File: config.mk
export PLATFORM = sky130hd
export DESIGN_NAME = div_ratio_ctrl_flat
export DESIGN_NICKNAME = d
export VERILOG_FILES = /design/src/rtl/div_ratio_ctrl_if.sv /design/src/rtl/div_ratio_ctrl.sv /design/src/flat_wrapper.sv
export SDC_FILE = /design/constraint.sdc
export NUM_CORES = 1
export LEC_CHECK = 0
export CORE_ASPECT_RATIO = 0.6
export CORE_MARGIN = 2
export CORE_UTILIZATION = 56
export DETAILED_ROUTE_END_ITERATION = 10
export DONT_BUFFER_PORTS = 1
export PLACE_DENSITY = 0.74
export SLEW_MARGIN = 20
export SYNTH_ARGS = -nofsm -noshare
export SYNTH_HDL_FRONTEND = slang
export SYNTH_SLANG_ARGS = --single-unit
File: constraint.sdc
create_clock -name i_ref_clk -period 2.4 [get_ports i_ref_clk]
set_input_delay 0.36 -clock i_ref_clk [delete_from_list [all_inputs] [get_ports i_ref_clk]]
set_output_delay 0.36 -clock i_ref_clk [all_outputs]
set_load 0.01 [all_outputs]
File: src/rtl/div_ratio_ctrl_if.sv
// Ratio-change request channel from the register file to the divider controller.
// The requester holds valid until ready; rejected requests come back on o_cfg_err.
interface div_ratio_ctrl_if #(
    parameter int RATIO_W = 8
);
    logic               i_cfg_valid;
    logic [RATIO_W-1:0] i_cfg_ratio;
    logic               o_cfg_ready;
    logic               o_cfg_err;

    modport master (
        output i_cfg_valid,
        output i_cfg_ratio,
        input  o_cfg_ready,
        input  o_cfg_err
    );

    modport slave (
        input  i_cfg_valid,
        input  i_cfg_ratio,
        output o_cfg_ready,
        output o_cfg_err
    );
endinterface

File: src/rtl/div_ratio_ctrl.sv
// Owns the clock divider's ratio and enable. A new ratio is loaded only at a divided-period
// boundary, and only after the divider has been gated off for SETTLE_CYC reference cycles.
module div_ratio_ctrl #(
    parameter int RATIO_W       = 8,
    parameter int SETTLE_CYC    = 4,
    parameter int DEFAULT_RATIO = 8
) (
    input  logic               i_ref_clk,
    input  logic               i_rst_n,
    input  logic               i_enable,
    div_ratio_ctrl_if.slave    cfg,
    output logic [RATIO_W-1:0] o_div_ratio,
    output logic               o_clk_en,
    output logic               o_busy
);

    typedef enum logic [1:0] {
        IDLE,
        DRAIN,
        GATE,
        RESUME
    } state_t;

    localparam logic [RATIO_W-1:0] RATIO_RST   = RATIO_W'(DEFAULT_RATIO);
    localparam logic [RATIO_W-1:0] ONE         = {{(RATIO_W-1){1'b0}}, 1'b1};
    localparam logic [3:0]         SETTLE_LAST = 4'(SETTLE_CYC - 1);

    state_t             state;
    logic [RATIO_W-1:0] mirror_cnt;
    logic [RATIO_W-1:0] pending;
    logic [3:0]         settle_cnt;
    logic               cfg_err;
    logic               ratio_ge2;
    logic               boundary;

    // Ratio-1 is only meaningful for ratios >= 2, so the compare never sees an underflow.
    assign ratio_ge2 = (o_div_ratio > ONE);
    assign boundary  = o_clk_en && ratio_ge2 && (mirror_cnt == o_div_ratio - ONE);

    assign cfg.o_cfg_ready = (state == IDLE);
    assign cfg.o_cfg_err   = cfg_err;
    assign o_busy          = (state != IDLE);

    always_ff @(posedge i_ref_clk or negedge i_rst_n) begin
        if (!i_rst_n) begin
            state       <= IDLE;
            o_div_ratio <= RATIO_RST;
            o_clk_en    <= 1'b0;
            cfg_err     <= 1'b0;
            mirror_cnt  <= '0;
            settle_cnt  <= '0;
            pending     <= '0;
        end else begin
            cfg_err <= 1'b0;

            if (state == RESUME || !o_clk_en || !ratio_ge2) begin
                mirror_cnt <= '0;
            end else if (mirror_cnt == o_div_ratio - ONE) begin
                mirror_cnt <= '0;
            end else begin
                mirror_cnt <= mirror_cnt + ONE;
            end

            case (state)
                IDLE: begin
                    o_clk_en <= i_enable;
                    if (cfg.i_cfg_valid) begin
                        if (cfg.i_cfg_ratio == '0) begin
                            cfg_err <= 1'b1;
                        end else if (cfg.i_cfg_ratio != o_div_ratio) begin
                            pending    <= cfg.i_cfg_ratio;
                            settle_cnt <= '0;
                            // A stopped or bypassed divider has no period to finish.
                            if (!o_clk_en || !ratio_ge2) begin
                                o_clk_en <= 1'b0;
                                state    <= GATE;
                            end else begin
                                o_clk_en <= 1'b1;
                                state    <= DRAIN;
                            end
                        end
                    end
                end

                DRAIN: begin
                    if (boundary || !i_enable) begin
                        o_clk_en   <= 1'b0;
                        settle_cnt <= '0;
                        state      <= GATE;
                    end
                end

                GATE: begin
                    o_clk_en   <= 1'b0;
                    settle_cnt <= settle_cnt + 4'd1;
                    if (settle_cnt == SETTLE_LAST) begin
                        o_div_ratio <= pending;
                        state       <= RESUME;
                    end
                end

                RESUME: begin
                    o_clk_en <= i_enable;
                    state    <= IDLE;
                end

                default: begin
                    state <= IDLE;
                end
            endcase
        end
    end

endmodule
File: src/flat_wrapper.sv
// flat-port wrapper written by rule: the top's interface ports become plain ports
module div_ratio_ctrl_flat 
#(
    parameter int RATIO_W       = 8,
    parameter int SETTLE_CYC    = 4,
    parameter int DEFAULT_RATIO = 8
)
  (i_ref_clk, i_rst_n, i_enable, o_div_ratio, o_clk_en, o_busy, cfg_i_cfg_valid, cfg_i_cfg_ratio, cfg_o_cfg_ready, cfg_o_cfg_err);
  div_ratio_ctrl_if #(.RATIO_W(RATIO_W)) cfg_i ();
  input  logic i_ref_clk;
  input  logic i_rst_n;
  input  logic i_enable;
  output logic [RATIO_W-1:0] o_div_ratio;
  output logic o_clk_en;
  output logic o_busy;
  input wire logic [$bits(cfg_i.i_cfg_valid)-1:0] cfg_i_cfg_valid;
  input wire logic [$bits(cfg_i.i_cfg_ratio)-1:0] cfg_i_cfg_ratio;
  output wire logic [$bits(cfg_i.o_cfg_ready)-1:0] cfg_o_cfg_ready;
  output wire logic [$bits(cfg_i.o_cfg_err)-1:0] cfg_o_cfg_err;
  assign cfg_i.i_cfg_valid = cfg_i_cfg_valid;
  assign cfg_i.i_cfg_ratio = cfg_i_cfg_ratio;
  assign cfg_o_cfg_ready = cfg_i.o_cfg_ready;
  assign cfg_o_cfg_err = cfg_i.o_cfg_err;
  div_ratio_ctrl #(.RATIO_W(RATIO_W), .SETTLE_CYC(SETTLE_CYC), .DEFAULT_RATIO(DEFAULT_RATIO)) u_core (.i_ref_clk(i_ref_clk), .i_rst_n(i_rst_n), .i_enable(i_enable), .cfg(cfg_i), .o_div_ratio(o_div_ratio), .o_clk_en(o_clk_en), .o_busy(o_busy));
endmodule
==> metrics.txt <==
async set-or-reset flop fraction in the synthesized netlist=100%; Total Routing Usage GR=24.3%; sequential area share after synthesis=42.1%; Fin. Hold Viols=0; CP Capture Type=flop; Post-synth EDFFs=0; CTS Buf Count=5; clock power share=18.3%; Post-Syn Area=1900 um2; launching point of the worst reg2reg path=u_core.o_div_ratio[0]; setup repair after global routing missed its margin=false; Clock Pin Slew Worst Setup and Hold Paths=70 ps; Die W=79.3 um; Arr. time, crit path=2490 ps; Hold Crit Class=in2reg; Clock Path Buffers=2; Warnings, synthesis=0; Core Rows=16; Sink Count=32; net switching power=1100 uW; HP Start=cfg_i_cfg_valid; status=finished, final reports clean; top-area cell type share of the netlist area=40.7%; Top Family by Delay on Critical Path=simple AND/OR/NAND/NOR gates; Least-Margin Pin Slew=416 ps; Initial DRC Count=116; final period utilization=96.3%; cell-internal power=1680 uW; drt first pass iters=4; antenna cells=0; CP max-delay cell=dfrtp_1; most frequent cells in the layout=dfrtp_1, xnor2_1, mux2_2; GPL Wtd Cong=0.856; area leader, netlist=dfrtp_1; Worst path max stage delay=400 ps; Synth Area per Inst=10.3 um2; Die H=49.2 um; DRT antenna net count=0; Area contributors post-synth=dfrtp_1, mux2_2, xnor2_1; power density cells=1300 nW/um2; clock root cell=clkbuf_8; Area growth, synth to finish=12.8%; routed via count=1435; Period minus WS final=2310 ps; register share of total power=35.3%; share of cells above drive strength 1=27.4%; Worst Path Buf+Inv=1; Reg2Reg Setup Slack=90 ps; Routed Wire Length=4190 um; gr ovfl total=0; Worst Setup SP=u_core.o_div_ratio[0]; Cell variety after synth=44; Core Region=3260 um2; Gate power share=46.4%; Synthesized Nets=204; Worst setup SP type=flop; vias in the first global route=1506; number of antenna violations at the first check in global routing=0; largest net degree at the start of global routing=33; sum of negative setup slack=0 ps; DRC=0; starting density of the core=58.4%; Non-Filler Instances=242; Crit Reg-Reg Endpoint=u_core.settle_cnt[2]; CP required=2580 ps; H-tree levels=2; clk_skew=6.76 ps; Sw Ratio=39.5%; Cells after Synth=184; Setup CP Type=reg2reg; vias per cell=5.93; top_reg_cell synth=dfrtp_1; max-slew violations=0; placed insts=231; CP Cell Sequence=inv_1, ha_1, xnor2_1, a211oi_1, nand4_1, and4bb_4, a21oi_4, or2_4, a22o_1; max cap viols=0; LEAKAGE=0.000936 uW; Yosys reg bits=32; first-pass GRT wire length=7250 um; clk_lat worst skew=290 ps; num ports=24; Layout Nets=216; worst relative slew slack=71.9%; Setup-failing EPs final=0; Worst setup endpoint=u_core.settle_cnt[2]; Filler Cell Count=258; critical path peak fanout=4; TritonCTS clock tree=built; HPWL after detailed placement=3090 um; detailed-route wire length per cell=17.3 um; die area=3900 um2; Max Clock Freq=0.433 GHz; worst ir drop on vdd=0.721 mV; Levels on crit path=9; input/output buffers=0; r2r worst-path depth=9; commonest non-fill, non-tap cell in the layout=dfrtp_1
-- through the flow --
stage	setup slack, ps	area (um2)	hold slack [ps]	total power [uW]	util [%]
after floorplan	49.6	1900	64.4	1900	-
after global placement	151	1990	64.9	2140	61.1
after detailed placement	46.9	1990	64.8	2220	61.1
after CTS	44.6	2130	184	2750	65.3
after global routing	13.4	2150	191	2970	65.8
final	88.0	2150	190	2790	65.8
-- timing repair --
item / CTS / global route
endpoints found under the hold margin: 32 / 0
gates resized for setup: 0 / 2
hold buffers: 2 / 0
setup endpoints to repair: 0 / 10
setup buffers: 0 / 1
-- routing by layer --
layer | up-vias | global-route usage [%] | wire, um
met3 | 6 | 7.04 | 330
met4 | 0 | 7.76 | 33
li1 | 662 | - | -
met2 | 45 | 37.1 | 1970
met1 | 722 | 33.3 | 1860
met5 | - | 0 | 0
-- power groups by stage --
stage | Clock (uW) | Sequential, uW | Combinational, uW
4_1_cts | 513 | 979 | 1260
6_report | 509 | 984 | 1290
5_1_grt | 539 | 1010 | 1420
2_1_floorplan | 0 | 908 | 991
3_5_place_dp | 0 | 990 | 1230
3_3_place_gp | 0 | 966 | 1170
-- how the worst min path moves through the flow --
stage / to / slack (ps) / cells past startpoint
after detailed placement: u_core.pending[7] / 60 / 0
after global placement: u_core.pending[7] / 60 / 0
after global routing: u_core.cfg.o_cfg_err / 190 / 2
final: u_core.cfg.o_cfg_err / 190 / 2
after CTS: u_core.cfg.o_cfg_err / 180 / 2
after floorplan: u_core.cfg.o_cfg_err / 60 / 0
-- registers in the layout, summed over array words and instances, names as in the netlist --
register	cells
u_core.pending	8
u_core.cfg.o_cfg_err	1
u_core.o_clk_en	1
u_core.o_div_ratio	8
u_core.settle_cnt	4
u_core.mirror_cnt	8
u_core.state	2
-- cells by family after synthesis --
logic type | synth area share (%)
and+or+nand+nor | 18.7
DFF | 42.1
AOI/OAI and AO/OA | 10.2
xor gates and xnor gates | 10.6
buffers and inverters | 4.21
muxes | 9.00
adders and majority gates | 5.26
-- area by class of cell --
class / instances / area, um2 / share of cell area (%)
multi-input combinational: 135 / 1030 / 48.0
sequential: 32 / 802 / 37.3
timing repair buffer: 14 / 120 / 5.59
clock buffer: 6 / 72.6 / 3.38
tap: 45 / 56.3 / 2.62
clock inverter: 2 / 35.0 / 1.63
inverter: 8 / 30.0 / 1.40
-- cell usage after synthesis, types with 2 or more instances --
| master | instances |
|---|---|
| mux2_2 | 13 |
| nand3_1 | 6 |
| xor2_1 | 10 |
| o31ai_1 | 4 |
| nor2_2 | 7 |
| nand4_1 | 3 |
| or2_2 | 3 |
| nand2b_1 | 3 |
| a22o_1 | 2 |
| dfrtp_1 | 31 |
| buf_2 | 4 |
| nor3_1 | 2 |
| and3_1 | 3 |
| inv_1 | 8 |
| o21ai_0 | 12 |
| ha_1 | 8 |
| clkbuf_1 | 3 |
| nor2_1 | 8 |
| nor2b_1 | 2 |
| nor4_1 | 3 |
| xnor2_1 | 13 |
| a211oi_1 | 3 |
| nand2_1 | 12 |
No activity file was read; power rests on OpenSTA's default activity.
